--- src/rtl/arm_pkg.sv ---
// Shared definitions for the ARMv4 store-multiple sequencer.
//   - FSM state encodings (IDLE / XFER / DONE)
//   - addressing-mode encodings, indexed as {mode_u, mode_p}
//   - architectural constants (PC register index, bytes per word)
//   - popcount16: number of set bits in a 16-bit register list
package arm_pkg;

    localparam logic [1:0] ST_IDLE = 2'd0;
    localparam logic [1:0] ST_XFER = 2'd1;
    localparam logic [1:0] ST_DONE = 2'd2;

    localparam logic [1:0] MODE_DA = 2'b00;
    localparam logic [1:0] MODE_DB = 2'b01;
    localparam logic [1:0] MODE_IA = 2'b10;
    localparam logic [1:0] MODE_IB = 2'b11;

    localparam logic [3:0] REG_PC     = 4'd15;
    localparam int         WORD_BYTES = 4;

    function automatic logic [4:0] popcount16(input logic [15:0] v);
        logic [4:0] n;
        n = '0;
        for (int i = 0; i < 16; i++) begin
            n = n + {4'd0, v[i]};
        end
        return n;
    endfunction

endpackage

--- src/rtl/lsb_finder.sv ---
// Lowest-set-bit priority encoder.
// Ports:
//   vec   in  16  bit vector to search
//   idx   out 4   index of the lowest set bit (0 when vec is zero)
//   valid out 1   vec has at least one bit set
module lsb_finder (
    input  logic [15:0] vec,
    output logic [3:0]  idx,
    output logic        valid
);

    // Scanning downward lets the lowest set bit win the last assignment.
    always_comb begin
        idx = 4'd0;
        for (int i = 15; i >= 0; i--) begin
            if (vec[i]) begin
                idx = 4'(i);
            end
        end
    end

    assign valid = |vec;

endmodule

--- src/rtl/stm_sequencer.sv ---
// Store-multiple sequencer: walks a 16-bit register list lowest-first,
// reads each register through one bank read port and emits one memory
// write beat per register, lowest register at the lowest address.
// Optional feature macro: STM_WRITEBACK_EN (base-register writeback port).
// Ports:
//   CLK, rst                 clock, synchronous active-high reset
//   start, reg_list, base,
//   mode_u, mode_p           request; sampled only while idle
//   base_reg                 writeback target register (STM_WRITEBACK_EN)
//   rd_addr / rd_data        bank read port (combinational read)
//   mem_we, mem_addr,
//   mem_wdata / mem_ready    write beat, accepted when mem_we & mem_ready
//   wb_we, wb_addr, wb_data  base writeback pulse (STM_WRITEBACK_EN)
//   busy, done               status
//
// state   | meaning
// --------+-------------------------------------------------------------
// IDLE    | waiting for start; list, base and mode sampled here
// XFER    | one register issued per free output slot until list empty
// DONE    | one-cycle completion pulse (and writeback), then IDLE
module stm_sequencer
    import arm_pkg::*;
#(
    parameter int ADDR_W = 32,
    parameter int DATA_W = 32
) (
    input  logic              CLK,
    input  logic              rst,
    input  logic              start,
    input  logic [15:0]       reg_list,
    input  logic [ADDR_W-1:0] base,
    input  logic              mode_u,
    input  logic              mode_p,
    output logic [3:0]        rd_addr,
    input  logic [DATA_W-1:0] rd_data,
    output logic              mem_we,
    output logic [ADDR_W-1:0] mem_addr,
    output logic [DATA_W-1:0] mem_wdata,
    input  logic              mem_ready,
`ifdef STM_WRITEBACK_EN
    input  logic [3:0]        base_reg,
    output logic              wb_we,
    output logic [3:0]        wb_addr,
    output logic [ADDR_W-1:0] wb_data,
`endif
    output logic              busy,
    output logic              done
);

    logic [1:0]        state_q, state_d;
    logic [15:0]       pending_q, pending_d;
    logic [ADDR_W-1:0] cur_addr_q, cur_addr_d;
    logic              mem_we_q, mem_we_d;
    logic [ADDR_W-1:0] mem_addr_q, mem_addr_d;
    logic [DATA_W-1:0] mem_wdata_q, mem_wdata_d;

    logic [3:0]        lsb_idx;
    logic              lsb_valid;
    logic [15:0]       clr_mask;
    logic              slot_free;
    logic [ADDR_W-1:0] four_n;
    logic [ADDR_W-1:0] start_addr;

    lsb_finder u_lsb (
        .vec   (pending_q),
        .idx   (lsb_idx),
        .valid (lsb_valid)
    );

    assign clr_mask  = 16'd1 << lsb_idx;
    assign slot_free = !mem_we_q || mem_ready;
    assign four_n    = ADDR_W'(popcount16(reg_list)) << 2;

    // Lowest register always lands at the lowest address, so decrementing
    // modes start at the bottom of the block and still count upward.
    always_comb begin
        start_addr = base;
        case ({mode_u, mode_p})
            MODE_IA: start_addr = base;
            MODE_IB: start_addr = base + ADDR_W'(WORD_BYTES);
            MODE_DA: start_addr = base - four_n + ADDR_W'(WORD_BYTES);
            MODE_DB: start_addr = base - four_n;
            default: start_addr = base;
        endcase
    end

`ifdef STM_WRITEBACK_EN
    logic [3:0]        wb_addr_q, wb_addr_d;
    logic [ADDR_W-1:0] wb_data_q, wb_data_d;

    always_comb begin
        wb_addr_d = wb_addr_q;
        wb_data_d = wb_data_q;
        if (state_q == ST_IDLE && start) begin
            wb_addr_d = base_reg;
            wb_data_d = mode_u ? (base + four_n) : (base - four_n);
        end
    end

    always_ff @(posedge CLK) begin
        if (rst) begin
            wb_addr_q <= '0;
            wb_data_q <= '0;
        end else begin
            wb_addr_q <= wb_addr_d;
            wb_data_q <= wb_data_d;
        end
    end

    assign wb_we   = (state_q == ST_DONE);
    assign wb_addr = wb_addr_q;
    assign wb_data = wb_data_q;
`endif

    always_comb begin
        state_d     = state_q;
        pending_d   = pending_q;
        cur_addr_d  = cur_addr_q;
        mem_we_d    = mem_we_q;
        mem_addr_d  = mem_addr_q;
        mem_wdata_d = mem_wdata_q;
        case (state_q)
            ST_IDLE: begin
                if (start) begin
                    pending_d  = reg_list;
                    cur_addr_d = start_addr;
                    state_d    = ST_XFER;
                end
            end
            ST_XFER: begin
                if (slot_free) begin
                    if (lsb_valid) begin
                        mem_wdata_d = rd_data;
                        mem_addr_d  = cur_addr_q;
                        mem_we_d    = 1'b1;
                        pending_d   = pending_q & ~clr_mask;
                        cur_addr_d  = cur_addr_q + ADDR_W'(WORD_BYTES);
                    end else begin
                        mem_we_d = 1'b0;
                        state_d  = ST_DONE;
                    end
                end
            end
            ST_DONE: state_d = ST_IDLE;
            default: state_d = ST_IDLE;
        endcase
    end

    always_ff @(posedge CLK) begin
        if (rst) begin
            state_q     <= ST_IDLE;
            pending_q   <= '0;
            cur_addr_q  <= '0;
            mem_we_q    <= 1'b0;
            mem_addr_q  <= '0;
            mem_wdata_q <= '0;
        end else begin
            state_q     <= state_d;
            pending_q   <= pending_d;
            cur_addr_q  <= cur_addr_d;
            mem_we_q    <= mem_we_d;
            mem_addr_q  <= mem_addr_d;
            mem_wdata_q <= mem_wdata_d;
        end
    end

    assign rd_addr   = (state_q == ST_XFER) ? lsb_idx : 4'd0;
    assign mem_we    = mem_we_q;
    assign mem_addr  = mem_addr_q;
    assign mem_wdata = mem_wdata_q;
    assign busy      = (state_q != ST_IDLE);
    assign done      = (state_q == ST_DONE);

endmodule
--- config.mk ---
export PLATFORM = sky130hd
export DESIGN_NAME = stm_sequencer
export DESIGN_NICKNAME = d
export VERILOG_FILES = /design/src/rtl/arm_pkg.sv /design/src/rtl/lsb_finder.sv /design/src/rtl/stm_sequencer.sv
export SDC_FILE = /design/constraint.sdc
export NUM_CORES = 1
export LEC_CHECK = 0
export CAP_MARGIN = 20
export CELL_PAD_IN_SITES_DETAIL_PLACEMENT = 1
export CELL_PAD_IN_SITES_GLOBAL_PLACEMENT = 1
export CORE_MARGIN = 4
export CORE_UTILIZATION = 38
export CTS_CLUSTER_SIZE = 40
export DETAILED_ROUTE_END_ITERATION = 8
export GPL_TIMING_DRIVEN = 0
export PLACE_DENSITY_LB_ADDON = 0.1
export REMOVE_ABC_BUFFERS = 1
export SLEW_MARGIN = 30
export SYNTH_ARGS = -nofsm -noshare
export SYNTH_HDL_FRONTEND = slang
export SYNTH_SLANG_ARGS = --single-unit
export TNS_END_PERCENT = 10
--- constraint.sdc ---
create_clock -name CLK -period 8.4 [get_ports CLK]
set_input_delay 0.84 -clock CLK [delete_from_list [all_inputs] [get_ports CLK]]
set_output_delay 0.84 -clock CLK [all_outputs]
set_load 0.03 [all_outputs]
==> results of run 1 <==
==> state kept, by name (all words and copies together), names as in the netlist <==
name,count
mem_wdata,32
pending_q,16
mem_addr,32
cur_addr_q,32
mem_we,1
state_q,2
==> final timing paths <==
kind / from / to
max: reg_list[7] / cur_addr_q[30]$_SDFFE_PP0P_
min: mem_addr[14]$_SDFFE_PP0P_ / mem_addr[14]$_SDFFE_PP0P_
max reg2reg: pending_q[4]$_SDFFE_PP0P_ / cur_addr_q[19]$_SDFFE_PP0P_
min reg2reg: mem_addr[14]$_SDFFE_PP0P_ / mem_addr[14]$_SDFFE_PP0P_
==> where the power goes <==
part	internal [mW]	switching [mW]
Clock	0.447	0.280
Sequential	0.608	0.0700
Combinational	0.398	0.674
Total	1.45	1.02
==> layout by cell type, fill, tap and decap left out, drive strengths merged, types with 15 or more instances in the layout <==
cell type	instances
nor2	96
clkbuf	19
o21ai	76
clkdlybuf4s50	155
a21oi	122
a211oi	17
xor2	17
nor3	52
ha	15
inv	46
nand3	37
a31oi	21
nor4	28
xnor2	19
dfxtp	115
nand2	228
==> stage by stage <==
stage / TNS [ns] / cell area (µm²) / setup slack, ns / cells
after floorplan: 0 / 8080 / 1.29 / 1115
after global placement: -2.49 / 9990 / -0.420 / 1551
after detailed placement: 0 / 10300 / 0.267 / 1561
after CTS: 0 / 10900 / 0.674 / 1593
after global routing: 0 / 10900 / 0.380 / 1595
final: 0 / 10900 / 0.703 / 1595
==> final cells by class <==
cell class / count / area (µm²) / area share [%]
tap: 280 / 350 / 3.22
clock inverter: 14 / 153 / 1.40
antenna: 1 / 2.50 / 0.0230
multi-input combinational: 957 / 5680 / 52.2
inverter: 43 / 161 / 1.48
sequential: 115 / 2300 / 21.2
clock buffer: 18 / 439 / 4.04
timing repair buffer: 167 / 1790 / 16.5
==> critical path: stages <==
cell and delay, ns:
clkdlybuf4s50_1 0.50, inv_1 0.07, fa_1 0.60, fa_1 0.47, fa_1 0.53, fa_1 0.41
inv_1 0.06, ha_1 0.16, inv_1 0.06, fa_1 0.40, nor2b_1 0.14, o21ai_0 0.10
ha_1 0.39, o211ai_1 0.15, a21oi_2 0.72, o21a_1 0.28, o221ai_1 0.19, nor3_2 0.63
nand4_1 0.44, or4_1 0.51, o2111ai_1 0.18, a31oi_1 0.14
==> per-layer routing <==
metal  wire [µm]  track usage [%]  share of wire (%)  up-vias
li1            -                -                  -     4499
met1       15000             37.3                 49     4560
met2       13300             37.7                 43      337
met3        2190             3.26                7.1       32
met4         431             6.36                1.4        0
met5           0                0                  0        -
==> cell families (layout without fill, tap and decap cells) <==
family	after synthesis	in the layout	share of synthesized area, %
adder cells (fa/ha/maj)	26	26	4.88
AND/OR/NAND/NOR	534	534	30.3
buffers and inverters	116	242	5.30
AO/OA/AOI/OAI	345	345	26.3
other	0	1	0
multiplexers	16	16	1.97
XOR/XNOR	36	36	3.77
flip-flops	115	115	27.5
==> results.cfg, run 1 <==
[clock_tree]
cts-resized-gates = 0
cts-hold-fix-buffers = 0
clockRootBuffer = clkbuf_16
cts_setup_buffers = 0
htree_num_levels = 4
cts_buffers = 17
cts.sinks = 115
cts_buffer_depth = 2
clk_transition_reported_paths_ns = 0.06
insertion_delay_ns = 0.42
cts_tree = done

[setup_path]
crit_fanout = 17
r2r.worst_path.cells = 9
cp.required_ns = 8.69
worstSetupPathType = in2reg
start_kind = input pin
r2r_setup_slack_ns = 4.78
crit_arrival_ns = 7.98
cp-end-kind = flip-flop

[sta]
hold_viol = 0
finalMaxSlewViolations = 0
max_freq_ghz = 0.130
period_minus_slack_ns = 7.70
setup_viol = 0
period_share_pct = 91.6
rsz0062_at_grt = false
tightest_slew_ns = 0.958
fin_hold_ws_ns = 0.453
clock_skew_ns = 0.0142
max_slew_margin_pct = 36.1

[hold_path]
hold_class = reg2reg
holdPathStages = 2

[floorplanning]
die_h_um = 156
row_count = 54
start_util_pct = 38.4
die_area_um2 = 24400
ios = 157
coreArea_um2 = 21800
die_w_um = 156

[yosys]
ys_seq_area_share_pct = 27.5
yosysTopAreaCellShare_pct = 27.5
synth_area_leaders = dfxtp_1 28%, nand2_1 10%, a21oi_1 7.2%
avgSynthCellArea_um2 = 7.04
async_flop_share_pct = 0
synth_flop_cell = dfxtp_1
ys_warn_count = 0
synth_common_cells = 227 x nand2_1, 121 x a21oi_1, 115 x dfxtp_1, 95 x nor2_1, 72 x o21ai_0
yosysTopAreaCell = dfxtp_1
ys_ff_latch = 115
netlist_area_um2 = 8360
synthCells = 1188
yosysMostFrequentCell = nand2_1
synth_edf_count = 0
synth_cell_types = 77

[drt]
dr_total_vias = 9428
remaining_drc_errors = 0
routed_wl_um = 30900
drt-initial-drc-count = 796
dr.pass1.iters = 5
wl_per_cell_um = 19.4
vias_per_cell = 5.91
postRouteAntennaNets = 0

[finish]
syn2layout_area_growth_pct = 30.1
fill_cells = 2729
drive_gt1_share_pct = 6.39
final_core_utilization_pct = 50.0
nets = 1413

[power]
p_leak_nw = 3.70
total_power_mw = 2.48
peakVddDrop_mv = 0.291
p_per_area_nw_per_um2 = 228

[global_routing]
grt_usage_pct = 24.9
grt_pass1_wl_um = 49700
first_global_vias = 9161
grt_antenna_before_repair = 1
grt_overflow = 0
grt_start_max_net_pins = 72

[run]
drv_cap = 0

[placed_design]
gp_congestion = 0.924
port_buffers = 156
hpwl_um = 22600

[status]
outcome = completed
No activity file was read; power rests on OpenSTA's default activity.
==> run 2: changes to the inputs <==
--- a/config.mk
+++ b/config.mk
@@ -12,9 +12,9 @@
 export CORE_UTILIZATION = 38
 export CTS_CLUSTER_SIZE = 40
 export DETAILED_ROUTE_END_ITERATION = 8
+export GPL_ROUTABILITY_DRIVEN = 0
 export GPL_TIMING_DRIVEN = 0
 export PLACE_DENSITY_LB_ADDON = 0.1
-export REMOVE_ABC_BUFFERS = 1
 export SLEW_MARGIN = 30
 export SYNTH_ARGS = -nofsm -noshare
 export SYNTH_HDL_FRONTEND = slang
==> results.cfg, run 2 (same netlist as run 1, synthesis figures left out) <==
[status]
outcome = completed

[sta]
period_share_pct = 94.8
hold_viol = 0
period_minus_slack_ns = 7.96
fin_hold_ws_ns = 0.453
layout_setup_ws_ns = 0.439
setup_viol = 0
clock_skew_ns = 0.0114
max_slew_margin_pct = 37.3
timing.setup.tns_ns = 0
finalMaxSlewViolations = 0
rsz0062_at_grt = false
max_freq_ghz = 0.126
tightest_slew_ns = 0.936

[clock_tree]
cts-resized-gates = 0
clk_transition_reported_paths_ns = 0.06
cts-hold-fix-buffers = 0
cts_buffers = 17
cts.sinks = 115
cts_setup_buffers = 0
clockRootBuffer = clkbuf_16
cts_tree = done
cts_buffer_depth = 2
insertion_delay_ns = 0.42
htree_num_levels = 4

[setup_path]
crit_fanout = 10
cp_cell_sequence = clkdlybuf4s50_1, inv_1, fa_1, fa_1, fa_1, fa_1, inv_1, ha_1, a21o_1, a21oi_1, xor2_1, ha_1, o21ai_1, o211ai_1, nor2_1, nand3_1, a211oi_1, nand4_1, nor2_1, mux2i_1, a31oi_1
cp.required_ns = 8.68
r2r.worst_path.cells = 9
worst_path_max_delay_cell = nor2_1
cp_common_cell = fa_1
r2r-end = cur_addr_q[7]$_SDFFE_PP0P_
r2r_setup_slack_ns = 4.16
worstSetupPathType = in2reg
slowest_delay_ns = 0.67
cp-end-kind = flip-flop
timing.rr.start = pending_q[4]$_SDFFE_PP0P_
start_kind = input pin
crit_arrival_ns = 8.24

[placed_design]
placed_area_um2 = 10200
pre_cts_slack_ns = 0.176
port_buffers = 149
hpwl_um = 27100

[floorplanning]
row_count = 54
coreArea_um2 = 21800
start_util_pct = 38.4
die_h_um = 156
ios = 157
die_w_um = 156
die_area_um2 = 24400

[finish]
fill_cells = 2795
regArea_um2 = 2300
syn2layout_area_growth_pct = 28.8
drive_gt1_share_pct = 5.26
final_cell_mix = 227 x nand2_1, 149 x clkdlybuf4s50_1, 121 x a21oi_1
multiInputGateArea_um2 = 5630
nets = 1469
final_common_cell = nand2_1
stdcell_area_um2 = 10800
n_antenna_cell = 0

[global_routing]
grt_start_max_net_pins = 17
grt_pass1_wl_um = 54800
first_global_vias = 9559
grt_overflow = 0
grt_antenna_before_repair = 0
grt_usage_pct = 28.3

[power]
peakVddDrop_mv = 0.322
p_leak_nw = 3.64
total_power_mw = 2.46
p_per_area_nw_per_um2 = 228

[drt]
wl_per_cell_um = 21.5
drt-initial-drc-count = 894
dr.pass1.iters = 5
routed_wl_um = 35400
postRouteAntennaNets = 0
remaining_drc_errors = 0
dr_total_vias = 9842
vias_per_cell = 5.96

[run]
drv_cap = 0

[yosys]
syn-num-nets = 1300

[hold_path]
hold_class = reg2reg
holdPathStages = 2
hold_start = mem_wdata[13]$_SDFFE_PP0P_
min_to = mem_wdata[13]$_SDFFE_PP0P_
[run 2: changes by cell type in the layout (fill, tap and decap cells not counted), moves of 2 or more]
cell             change
buf_1                +9
buf_16               -7
buf_2                +5
bufinv_16            -2
clkbuf_1            +58
clkdlybuf4s50_1      -6
clkinv_4             +2
nor2_1               +3
nor2_4               -4
[run 2: worst max-delay path by stage]
stage / start / end / slack [ns] / cells past startpoint
floorplan: reg_list[0] / cur_addr_q[21]$_SDFFE_PP0P_ / 1.92 / 20
global placement: reg_list[0] / cur_addr_q[29]$_SDFFE_PP0P_ / 0.08 / 21
detailed placement: reg_list[0] / cur_addr_q[29]$_SDFFE_PP0P_ / 0.18 / 21
CTS: reg_list[0] / cur_addr_q[29]$_SDFFE_PP0P_ / 0.59 / 21
global route: reg_list[0] / cur_addr_q[29]$_SDFFE_PP0P_ / 0.11 / 21
finish: reg_list[0] / cur_addr_q[29]$_SDFFE_PP0P_ / 0.44 / 21
[run 2: worst max-delay path: cells and delay by family]
family	cells	cell delay [ns]
fa+ha+maj	6	2.76
compound gates	6	1.90
simple gates	4	1.49
buf+inv	3	0.64
mux	1	0.34
xor+xnor	1	0.26
[run 2: cell type report]
class / count / area share (%)
buffer: 73 / 2.61
clock buffer: 18 / 4.08
clock inverter: 14 / 0.987
inverter: 43 / 1.50
multi-input combinational: 957 / 52.3
sequential: 115 / 21.4
tap: 280 / 3.25
timing repair buffer: 150 / 13.9
[run 2: per-layer routing]
layer | GRT usage [%] | wire length [µm] | vias to the layer above
li1 | - | - | 4628
met3 | 4.67 | 2790 | 66
met1 | 38.9 | 15600 | 4726
met2 | 45.3 | 16100 | 422
met5 | 0 | 0 | -
met4 | 9.13 | 952 | 0
[run 2: metrics by stage]
stage,util (%),std cells
4_1_cts,49.5,1650
5_1_grt,49.5,1650
3_3_place_gp,46.9,1617
2_1_floorplan,-,1188
3_5_place_dp,47.0,1618
6_report,49.5,1650
[run 2: power by group]
part,total (mW),internal [mW],leakage [nW],switching [mW]
combinational,1.11,0.379,2.44,0.727
clock,0.675,0.387,0.259,0.289
sequential,0.676,0.608,0.938,0.0682
total,2.46,1.37,3.64,1.08
==> run 3: changes to the inputs <==
--- a/config.mk
+++ b/config.mk
@@ -15,6 +15,7 @@
 export GPL_ROUTABILITY_DRIVEN = 0
 export GPL_TIMING_DRIVEN = 0
 export PLACE_DENSITY_LB_ADDON = 0.1
+export RECOVER_POWER = 50
 export SLEW_MARGIN = 30
 export SYNTH_ARGS = -nofsm -noshare
 export SYNTH_HDL_FRONTEND = slang
==> results.cfg, run 3 (same netlist as run 1, synthesis figures left out) <==
[drt]
drt-initial-drc-count = 964
dr_total_vias = 9879
dr.pass1.iters = 5
wl_per_cell_um = 21.5
routed_wl_um = 35400
remaining_drc_errors = 0
vias_per_cell = 5.99
postRouteAntennaNets = 0

[power]
p_leak_nw = 3.86
p_per_area_nw_per_um2 = 227
peakVddDrop_mv = 0.320
total_power_mw = 2.45

[clock_tree]
clk_transition_reported_paths_ns = 0.06
cts_buffers = 17
insertion_delay_ns = 0.42
cts_tree = done
clockRootBuffer = clkbuf_16
cts-hold-fix-buffers = 0
htree_num_levels = 4
cts.sinks = 115
cts_buffer_depth = 2
cts-resized-gates = 0
cts_setup_buffers = 0

[sta]
period_minus_slack_ns = 7.95
hold_viol = 0
max_slew_margin_pct = 37.3
clock_skew_ns = 0.0110
timing.setup.tns_ns = 0
max_freq_ghz = 0.126
period_share_pct = 94.7
finalMaxSlewViolations = 0
rsz0062_at_grt = false
tightest_slew_ns = 0.938
setup_viol = 0

[floorplanning]
die_area_um2 = 24400
coreArea_um2 = 21800
die_h_um = 156
row_count = 54
start_util_pct = 38.4
die_w_um = 156
ios = 157

[global_routing]
grt_antenna_before_repair = 0
first_global_vias = 9559
grt_pass1_wl_um = 54800
grt_start_max_net_pins = 17
grt_usage_pct = 28.3
grt_overflow = 0

[placed_design]
placed_area_um2 = 10200
port_buffers = 149
hpwl_um = 27100

[finish]
final_cell_mix = 227 x nand2_1, 121 x a21oi_1, 115 x dfxtp_1
drive_gt1_share_pct = 5.26
fill_cells = 2795
syn2layout_area_growth_pct = 28.8
nets = 1469
n_antenna_cell = 0
final_common_cell = nand2_1
stdcell_area_um2 = 10800

[run]
drv_cap = 0

[hold_path]
hold_class = reg2reg

[setup_path]
cp-end-kind = flip-flop
start_kind = input pin
worstSetupPathType = in2reg
crit_arrival_ns = 8.23
cp.required_ns = 8.68
crit_fanout = 10

[status]
outcome = completed

[yosys]
syn-num-nets = 1300
-- run 3: cell types whose count changed in the layout (fill, tap and decap cells not counted) --
cell / change
clkdlybuf4s50_1: -68
dlygate4sd3_1: +68
-- run 3: final cells by class --
type / instances / area, µm² / area share, %
timing repair buffer: 150 / 1500 / 13.9
clock buffer: 18 / 439 / 4.08
multi-input combinational: 957 / 5630 / 52.3
tap: 280 / 350 / 3.25
buffer: 73 / 282 / 2.61
inverter: 43 / 161 / 1.50
clock inverter: 14 / 106 / 0.987
sequential: 115 / 2300 / 21.4
-- run 3: power by group --
group,switching [mW],internal [mW],total (mW)
Sequential,0.0672,0.608,0.675
Clock,0.289,0.387,0.676
Combinational,0.724,0.371,1.10
Total,1.08,1.37,2.45
-- run 3: layer usage --
metal | vias to the layer above | global-route usage, % | share of wire, % | wire, µm
met3 | 72 | 4.67 | 7.9 | 2810
met4 | 0 | 9.13 | 2.6 | 918
met1 | 4736 | 38.9 | 44 | 15600
met2 | 444 | 45.3 | 45 | 16100
met5 | - | 0 | 0 | 0
li1 | 4627 | - | - | -
-- run 3: final timing paths --
path / start / end / slack, ns / cells after the start
hold reg to reg: mem_addr[22]$_SDFFE_PP0P_ / mem_addr[22]$_SDFFE_PP0P_ / 0.45 / 2
setup / recovery: reg_list[0] / cur_addr_q[29]$_SDFFE_PP0P_ / 0.45 / 21
setup reg to reg: pending_q[4]$_SDFFE_PP0P_ / cur_addr_q[7]$_SDFFE_PP0P_ / 4.18 / 9
hold / removal: mem_addr[22]$_SDFFE_PP0P_ / mem_addr[22]$_SDFFE_PP0P_ / 0.45 / 2
-- run 3: worst max-delay path, stage by stage --
cell and delay, ns:
clkdlybuf4s50_1 0.50, inv_1 0.08, fa_1 0.64, fa_1 0.48, fa_1 0.44, fa_1 0.57, inv_1 0.06, ha_1 0.28
a21o_1 0.16, a21oi_1 0.18, xor2_1 0.26, ha_1 0.33, o21ai_1 0.51, o211ai_1 0.46, nor2_1 0.67, nand3_1 0.25
a211oi_1 0.45, nand4_1 0.35, nor2_1 0.22, mux2i_1 0.35, a31oi_1 0.13
-- run 3: through the flow --
step | instances | hold WS, ns | setup WS, ns | util, %
final | 1650 | 0.450 | 0.446 | 49.5
after detailed placement | 1618 | 0.448 | 0.176 | 47.0
after global routing | 1650 | 0.477 | 0.106 | 49.5
after CTS | 1650 | 0.457 | 0.591 | 49.5
after global placement | 1617 | 0.441 | 0.0821 | 46.9
after floorplan | 1188 | 0.432 | 1.92 | -
